===== config.mk =====
export PLATFORM = sky130hd
export DESIGN_NAME = alu_arbiter_flat
export DESIGN_NICKNAME = d
export VERILOG_FILES = /design/src/rtl/alu_arbiter_if.sv /design/src/rtl/alu_arbiter.sv /design/src/flat_wrapper.sv
export SDC_FILE = /design/constraint.sdc
export NUM_CORES = 1
export LEC_CHECK = 0
export BUFFER_PORTS_ARGS = -buffer_cell sky130_fd_sc_hd__buf_2
export CAP_MARGIN = 30
export CORE_AREA = 3 3 119 121
export DETAILED_ROUTE_END_ITERATION = 12
export DIE_AREA = 0 0 122 124
export PLACE_DENSITY_LB_ADDON = 0.2
export SLEW_MARGIN = 20
export SYNTH_ARGS = -nofsm -noshare
export SYNTH_HDL_FRONTEND = slang
export SYNTH_SLANG_ARGS = --single-unit

===== constraint.sdc =====
create_clock -name i_clk -period 4 [get_ports i_clk]
set_input_delay 0.6 -clock i_clk [delete_from_list [all_inputs] [get_ports i_clk]]
set_output_delay 0.6 -clock i_clk [all_outputs]
set_load 0.01 [all_outputs]

===== src/rtl/alu_arbiter_if.sv =====
// Request/response bundle for the two ALU clients plus the shared ALU connection.
// The slave modport is the arbiter's view; the master modport is the clients' and ALU's view.
interface alu_arbiter_if #(
    parameter int WIDTH = 32
);
    logic             req0_valid;
    logic             req0_ready;
    logic [WIDTH-1:0] req0_a;
    logic [WIDTH-1:0] req0_b;
    logic [2:0]       req0_op;
    logic             req1_valid;
    logic             req1_ready;
    logic [WIDTH-1:0] req1_a;
    logic [WIDTH-1:0] req1_b;
    logic [2:0]       req1_op;

    logic             rsp0_valid;
    logic             rsp0_ready;
    logic [WIDTH-1:0] rsp0_result;
    logic             rsp0_zero;
    logic             rsp1_valid;
    logic             rsp1_ready;
    logic [WIDTH-1:0] rsp1_result;
    logic             rsp1_zero;

    logic [WIDTH-1:0] alu_a;
    logic [WIDTH-1:0] alu_b;
    logic [2:0]       alu_control;
    logic [WIDTH-1:0] alu_result;
    logic             alu_zero;

    modport slave (
        input  req0_valid, req0_a, req0_b, req0_op,
        input  req1_valid, req1_a, req1_b, req1_op,
        output req0_ready, req1_ready,
        output rsp0_valid, rsp0_result, rsp0_zero,
        output rsp1_valid, rsp1_result, rsp1_zero,
        input  rsp0_ready, rsp1_ready,
        output alu_a, alu_b, alu_control,
        input  alu_result, alu_zero
    );

    modport master (
        output req0_valid, req0_a, req0_b, req0_op,
        output req1_valid, req1_a, req1_b, req1_op,
        input  req0_ready, req1_ready,
        input  rsp0_valid, rsp0_result, rsp0_zero,
        input  rsp1_valid, rsp1_result, rsp1_zero,
        output rsp0_ready, rsp1_ready,
        input  alu_a, alu_b, alu_control,
        output alu_result, alu_zero
    );
endinterface


===== src/rtl/alu_arbiter.sv =====
// Two-port round-robin arbiter in front of one shared combinational ALU.
// Each granted op is computed in its grant cycle and parked in that port's response slot.
module alu_arbiter #(
    parameter int WIDTH = 32
) (
    input  logic          i_clk,
    input  logic          i_reset,
    alu_arbiter_if.slave  bus
);
    logic             r_rsp0_valid;
    logic             r_rsp1_valid;
    logic [WIDTH-1:0] r_rsp0_result;
    logic [WIDTH-1:0] r_rsp1_result;
    logic             r_rsp0_zero;
    logic             r_rsp1_zero;
    logic             r_last_grant;

    logic             w_elig0;
    logic             w_elig1;
    logic             w_grant0;
    logic             w_grant1;
    logic [WIDTH-1:0] w_alu_a;
    logic [WIDTH-1:0] w_alu_b;
    logic [2:0]       w_alu_control;

    // A slot draining this cycle can take a new result on the same edge.
    assign w_elig0  = bus.req0_valid && (!r_rsp0_valid || bus.rsp0_ready);
    assign w_elig1  = bus.req1_valid && (!r_rsp1_valid || bus.rsp1_ready);
    assign w_grant0 = w_elig0 && (!w_elig1 || r_last_grant);
    assign w_grant1 = w_elig1 && (!w_elig0 || !r_last_grant);

    always_comb begin
        w_alu_a       = '0;
        w_alu_b       = '0;
        w_alu_control = 3'b000;
        if (w_grant0) begin
            w_alu_a       = bus.req0_a;
            w_alu_b       = bus.req0_b;
            w_alu_control = bus.req0_op;
        end else if (w_grant1) begin
            w_alu_a       = bus.req1_a;
            w_alu_b       = bus.req1_b;
            w_alu_control = bus.req1_op;
        end
    end

    always_ff @(posedge i_clk) begin
        if (i_reset) begin
            r_rsp0_valid  <= 1'b0;
            r_rsp1_valid  <= 1'b0;
            r_rsp0_result <= '0;
            r_rsp1_result <= '0;
            r_rsp0_zero   <= 1'b0;
            r_rsp1_zero   <= 1'b0;
            r_last_grant  <= 1'b1;
        end else begin
            if (w_grant0) begin
                r_rsp0_valid  <= 1'b1;
                r_rsp0_result <= bus.alu_result;
                r_rsp0_zero   <= bus.alu_zero;
                r_last_grant  <= 1'b0;
            end else if (r_rsp0_valid && bus.rsp0_ready) begin
                r_rsp0_valid <= 1'b0;
            end

            if (w_grant1) begin
                r_rsp1_valid  <= 1'b1;
                r_rsp1_result <= bus.alu_result;
                r_rsp1_zero   <= bus.alu_zero;
                r_last_grant  <= 1'b1;
            end else if (r_rsp1_valid && bus.rsp1_ready) begin
                r_rsp1_valid <= 1'b0;
            end
        end
    end

    assign bus.req0_ready  = w_grant0;
    assign bus.req1_ready  = w_grant1;
    assign bus.alu_a       = w_alu_a;
    assign bus.alu_b       = w_alu_b;
    assign bus.alu_control = w_alu_control;
    assign bus.rsp0_valid  = r_rsp0_valid;
    assign bus.rsp1_valid  = r_rsp1_valid;
    assign bus.rsp0_result = r_rsp0_result;
    assign bus.rsp1_result = r_rsp1_result;
    assign bus.rsp0_zero   = r_rsp0_zero;
    assign bus.rsp1_zero   = r_rsp1_zero;
endmodule


===== src/flat_wrapper.sv =====
// flat-port wrapper written by rule: the top's interface ports become plain ports
module alu_arbiter_flat 
#(
    parameter int WIDTH = 32
)
  (i_clk, i_reset, bus_req0_valid, bus_req0_a, bus_req0_b, bus_req0_op, bus_req1_valid, bus_req1_a, bus_req1_b, bus_req1_op, bus_req0_ready, bus_req1_ready, bus_rsp0_valid, bus_rsp0_result, bus_rsp0_zero, bus_rsp1_valid, bus_rsp1_result, bus_rsp1_zero, bus_rsp0_ready, bus_rsp1_ready, bus_alu_a, bus_alu_b, bus_alu_control, bus_alu_result, bus_alu_zero);
  alu_arbiter_if #(.WIDTH(WIDTH)) bus_i ();
  input  logic i_clk;
  input  logic i_reset;
  input wire logic [$bits(bus_i.req0_valid)-1:0] bus_req0_valid;
  input wire logic [$bits(bus_i.req0_a)-1:0] bus_req0_a;
  input wire logic [$bits(bus_i.req0_b)-1:0] bus_req0_b;
  input wire logic [$bits(bus_i.req0_op)-1:0] bus_req0_op;
  input wire logic [$bits(bus_i.req1_valid)-1:0] bus_req1_valid;
  input wire logic [$bits(bus_i.req1_a)-1:0] bus_req1_a;
  input wire logic [$bits(bus_i.req1_b)-1:0] bus_req1_b;
  input wire logic [$bits(bus_i.req1_op)-1:0] bus_req1_op;
  output wire logic [$bits(bus_i.req0_ready)-1:0] bus_req0_ready;
  output wire logic [$bits(bus_i.req1_ready)-1:0] bus_req1_ready;
  output wire logic [$bits(bus_i.rsp0_valid)-1:0] bus_rsp0_valid;
  output wire logic [$bits(bus_i.rsp0_result)-1:0] bus_rsp0_result;
  output wire logic [$bits(bus_i.rsp0_zero)-1:0] bus_rsp0_zero;
  output wire logic [$bits(bus_i.rsp1_valid)-1:0] bus_rsp1_valid;
  output wire logic [$bits(bus_i.rsp1_result)-1:0] bus_rsp1_result;
  output wire logic [$bits(bus_i.rsp1_zero)-1:0] bus_rsp1_zero;
  input wire logic [$bits(bus_i.rsp0_ready)-1:0] bus_rsp0_ready;
  input wire logic [$bits(bus_i.rsp1_ready)-1:0] bus_rsp1_ready;
  output wire logic [$bits(bus_i.alu_a)-1:0] bus_alu_a;
  output wire logic [$bits(bus_i.alu_b)-1:0] bus_alu_b;
  output wire logic [$bits(bus_i.alu_control)-1:0] bus_alu_control;
  input wire logic [$bits(bus_i.alu_result)-1:0] bus_alu_result;
  input wire logic [$bits(bus_i.alu_zero)-1:0] bus_alu_zero;
  assign bus_i.req0_valid = bus_req0_valid;
  assign bus_i.req0_a = bus_req0_a;
  assign bus_i.req0_b = bus_req0_b;
  assign bus_i.req0_op = bus_req0_op;
  assign bus_i.req1_valid = bus_req1_valid;
  assign bus_i.req1_a = bus_req1_a;
  assign bus_i.req1_b = bus_req1_b;
  assign bus_i.req1_op = bus_req1_op;
  assign bus_req0_ready = bus_i.req0_ready;
  assign bus_req1_ready = bus_i.req1_ready;
  assign bus_rsp0_valid = bus_i.rsp0_valid;
  assign bus_rsp0_result = bus_i.rsp0_result;
  assign bus_rsp0_zero = bus_i.rsp0_zero;
  assign bus_rsp1_valid = bus_i.rsp1_valid;
  assign bus_rsp1_result = bus_i.rsp1_result;
  assign bus_rsp1_zero = bus_i.rsp1_zero;
  assign bus_i.rsp0_ready = bus_rsp0_ready;
  assign bus_i.rsp1_ready = bus_rsp1_ready;
  assign bus_alu_a = bus_i.alu_a;
  assign bus_alu_b = bus_i.alu_b;
  assign bus_alu_control = bus_i.alu_control;
  assign bus_i.alu_result = bus_alu_result;
  assign bus_i.alu_zero = bus_alu_zero;
  alu_arbiter #(.WIDTH(WIDTH)) u_core (.i_clk(i_clk), .i_reset(i_reset), .bus(bus_i));
endmodule

==> impl_metrics.env <==
export IMPL_post_synth_most_frequent_cells="sky130_fd_sc_hd__nand2b_1 (102), sky130_fd_sc_hd__dfxtp_1 (69), sky130_fd_sc_hd__a22o_1 (67), sky130_fd_sc_hd__mux2i_1 (66), sky130_fd_sc_hd__clkbuf_1 (12)"
export IMPL_hold_worst_slack_ps=469
export IMPL_rsz_0062_raised_after_global_routing="no"
export IMPL_timing_hold_worst_class="reg2reg"
export IMPL_drv_max_cap_violation_count=0
export IMPL_sequentialPowerShare_pct=36.1
export IMPL_least_margin_pin_slew_ps=675
export IMPL_mappedNetlistNets=524
export IMPL_synthFlopType="sky130_fd_sc_hd__dfxtp_1"
export IMPL_postSynthRegisterBits=69
export IMPL_arrival_ps=2310
export IMPL_fmax_mhz=344
export IMPL_vdd_ir_drop_worst_v=0.000202
export IMPL_cts_root_buffer_cell="sky130_fd_sc_hd__clkbuf_16"
export IMPL_synthesis_yosys_warnings=0
export IMPL_dr_total_vias=3799
export IMPL_min_period_over_period_pct=72.7
export IMPL_critical_path_required_ps=3400
export IMPL_detail_route_wirelength_mm=15.2
export IMPL_clock_tree_buffer_depth=2
export IMPL_synth_largest_area_cell="sky130_fd_sc_hd__dfxtp_1"
export IMPL_setup_viol=0
export IMPL_initial_utilization_pct=27.1
export IMPL_h_tree_depth=3
export IMPL_drt_antenna_violating_nets=0
export IMPL_routed_via_density=4.60
export IMPL_area_contributors_post_synth="sky130_fd_sc_hd__dfxtp_1 (39%), sky130_fd_sc_hd__mux2i_1 (18%), sky130_fd_sc_hd__nand2b_1 (18%)"
export IMPL_antenna_cells_inserted=0
export IMPL_global_route_total_usage_across_every_layer_pct=18.3
export IMPL_row_count=42
export IMPL_synth_compound_gate_area_share_pct=17.9
export IMPL_ctsResizeCount=0
export IMPL_crit_chain="nor2b_1 > o211ai_4 > inv_2 > buf_12 > a22o_1 > buf_2"
export IMPL_switching_share_pct=27.7
export IMPL_synthMuxAreaShare_pct=18.5
export IMPL_grt_pass1_vias=3803
export IMPL_boundaryPins=310
export IMPL_wl_per_cell_um=18.4
export IMPL_postSynthAreaPerCell_um2=10.2
export IMPL_r2r_start="u_core.bus.rsp1_valid$_SDFFE_PP0P_"
export IMPL_post_cts_setup_buffers=0
export IMPL_largest_family_of_logic_cells_by_synthesized_area="simple AND/OR/NAND/NOR gates"
export IMPL_crit_reg2reg_capture="u_core.bus.rsp0_result[27]$_SDFFE_PP0P_"
export IMPL_ys_seq_area_share_pct=38.7
export IMPL_die_h_um=124
export IMPL_critical_path_endpoint="bus_alu_b[7]"
export IMPL_hpwlAfterDp_mm=12.3
export IMPL_finalClockSkew_ps=5.28
export IMPL_relative_contribution_of_combinational_cells_to_total_power_pct=25.8
export IMPL_synthSimpleGateAreaFrac_pct=18.5
export IMPL_cpPeakStageDelay_ps=510
export IMPL_fp_dieArea_um2=15100
export IMPL_layout_area_overhead_vs_synth_pct=54.8
export IMPL_critical_path_peak_fanout=47
export IMPL_grt_remaining_overflow=0
export IMPL_netlist_instances=351
export IMPL_max_slew_margin_pct=54.9
export IMPL_clk_latency_ps=320
export IMPL_yosysMostFrequentCell="sky130_fd_sc_hd__nand2b_1"
export IMPL_p_leak_nw=3.01
export IMPL_internal_power_w=0.00153
export IMPL_synth_distinct_cells=16
export IMPL_ff2ff_path_depth=7
export IMPL_antenna_found_initial=1
export IMPL_synth_async_reset_ratio_pct=0
export IMPL_die_width_um=122
export IMPL_p_total_w=0.00212
export IMPL_cts_tree="built"
export IMPL_end_kind="output pin"
export IMPL_synth_adder_area_share_pct=0
export IMPL_synth_top_cell_area_share_pct=38.7
export IMPL_design_core_area_um2=13200
export IMPL_drive_above_1_share_pct=51.7
export IMPL_postCtsHoldBufs=0
export IMPL_net_switching_power_of_the_design_w=0.000586
export IMPL_setup_worst_path_start="u_core.bus.rsp0_valid$_SDFFE_PP0P_"
export IMPL_clock_pin_transition_on_the_worst_setup_and_hold_timing_paths_ps=50
export IMPL_nets=818
export IMPL_timing_critical_path_slowest_stage_cell="sky130_fd_sc_hd__inv_2"
export IMPL_grt_max_degree=77
export IMPL_numCtsBuffers=9
export IMPL_wire_length_of_the_first_global_routing_pass_mm=21.0
export IMPL_place_gp_congestion=0.876
export IMPL_detailedRoute_firstPassIterationCount=4
export IMPL_run_status="finished clean"
export IMPL_dr_first_iter_drc_count=185
export IMPL_worst_r2r_setup_slack_ps=1850
export IMPL_cp_start_kind="flip-flop"
export IMPL_worstSetupPathType="reg2out"
export IMPL_synth_edff_count=0
export IMPL_setup_tns_final_ps=0
export IMPL_io_buffers=309
export IMPL_yosys_area_share_xor_xnor_pct=0
export IMPL_min_period_ps=2910
export IMPL_cell_pwr_density_nw_per_um2=383
export IMPL_synth_area_um2=3570
export IMPL_final_hold_violation_count=0
export IMPL_cts_sink_cnt=69
export IMPL_final_max_slew_violation_count=0
export IMPL_clockPowerShare_pct=38.1
export IMPL_drc=0
-- per-stage QoR --
step	instance area, µm²	instances	setup WS [ps]	util [%]
6_report	5530	826	1090	41.9
5_1_grt	5530	826	873	41.9
4_1_cts	5490	824	789	41.6
3_5_place_dp	5180	808	796	39.3
3_3_place_gp	5180	808	876	39.3
2_1_floorplan	3570	351	1840	-
-- routing by layer --
layer  routed length (µm)  part of all wire [%]  vias up  global-route usage [%]
met2                 7690                    50      182                    32.7
met1                 5790                    38     1754                    20.4
met5                   13                 0.085        -                       0
li1                     -                     -     1831                       -
met4                  377                   2.5        2                    7.49
met3                 1370                   9.0       30                    5.40
-- cell type report --
cell class                      count  area [µm²]
Fill cell                        1317        7660
Multi-Input combinational cell    247        1970
Timing Repair Buffer              316        1640
Sequential cell                    69        1380
Inverter                            2        8.76
Tap cell                          176         220
Clock buffer                       12         267
Clock inverter                      4        45.0
-- how the worst min path moves through the flow --
stage | from | to | slack [ps] | cells past startpoint
3_3_place_gp | u_core.bus.rsp0_result[15]$_SDFFE_PP0P_ | u_core.bus.rsp0_result[15]$_SDFFE_PP0P_ | 460 | 2
3_5_place_dp | u_core.bus.rsp0_result[21]$_SDFFE_PP0P_ | u_core.bus.rsp0_result[21]$_SDFFE_PP0P_ | 460 | 2
5_1_grt | u_core.bus.rsp0_result[20]$_SDFFE_PP0P_ | u_core.bus.rsp0_result[20]$_SDFFE_PP0P_ | 500 | 2
6_report | u_core.bus.rsp1_result[6]$_SDFFE_PP0P_ | u_core.bus.rsp1_result[6]$_SDFFE_PP0P_ | 470 | 2
2_1_floorplan | u_core.r_last_grant$_SDFFE_PP1P_ | u_core.r_last_grant$_SDFFE_PP1P_ | 450 | 1
4_1_cts | u_core.bus.rsp0_result[21]$_SDFFE_PP0P_ | u_core.bus.rsp0_result[21]$_SDFFE_PP0P_ | 470 | 2
-- registers in the layout, indices dropped and copies added (netlist names) --
register,cells
u_core.bus.rsp0_valid,1
u_core.r_last_grant,1
u_core.bus.rsp1_valid,1
u_core.bus.rsp0_zero,1
u_core.bus.rsp1_result,32
u_core.bus.rsp1_zero,1
u_core.bus.rsp0_result,32
-- power groups by stage --
stage / logic, W / clock network [W] / registers (W)
6_report: 0.000547 / 0.000808 / 0.000764
5_1_grt: 0.000592 / 0.000865 / 0.000770
4_1_cts: 0.000548 / 0.000840 / 0.000765
3_5_place_dp: 0.000547 / 0 / 0.000778
3_3_place_gp: 0.000543 / 0 / 0.000777
2_1_floorplan: 0.000275 / 0 / 0.000800
-- cell usage in the layout (no fill, tap or decap) --
cell type,n
sky130_fd_sc_hd__buf_2,309
sky130_fd_sc_hd__nand2b_1,102
sky130_fd_sc_hd__dfxtp_1,69
sky130_fd_sc_hd__a22o_1,67
sky130_fd_sc_hd__mux2i_1,66
sky130_fd_sc_hd__clkbuf_16,9
sky130_fd_sc_hd__clkinv_2,4
sky130_fd_sc_hd__buf_4,4
sky130_fd_sc_hd__clkbuf_8,3
sky130_fd_sc_hd__buf_12,3
sky130_fd_sc_hd__nor2b_1,2
sky130_fd_sc_hd__nand2_1,2
sky130_fd_sc_hd__o21ai_0,2
sky130_fd_sc_hd__a21oi_1,2
sky130_fd_sc_hd__o211ai_4,1
sky130_fd_sc_hd__inv_2,1
sky130_fd_sc_hd__o211ai_2,1
sky130_fd_sc_hd__nor2_1,1
sky130_fd_sc_hd__a211o_1,1
sky130_fd_sc_hd__bufinv_16,1
-- kinds of logic after synthesis --
group | Yosys count
and+or+nand+nor | 107
AOI/OAI and AO/OA | 74
DFF | 69
muxes | 66
buffers and inverters | 35
-- worst max-delay path, delay by kind of cell (launching register included) --
kind                   cells  cell delay [ps]
AOI/OAI and AO/OA          2              360
DFF                        1              350
buffers and inverters      3              980
and+or+nand+nor            1              270
No activity file was read; power rests on OpenSTA's default activity.
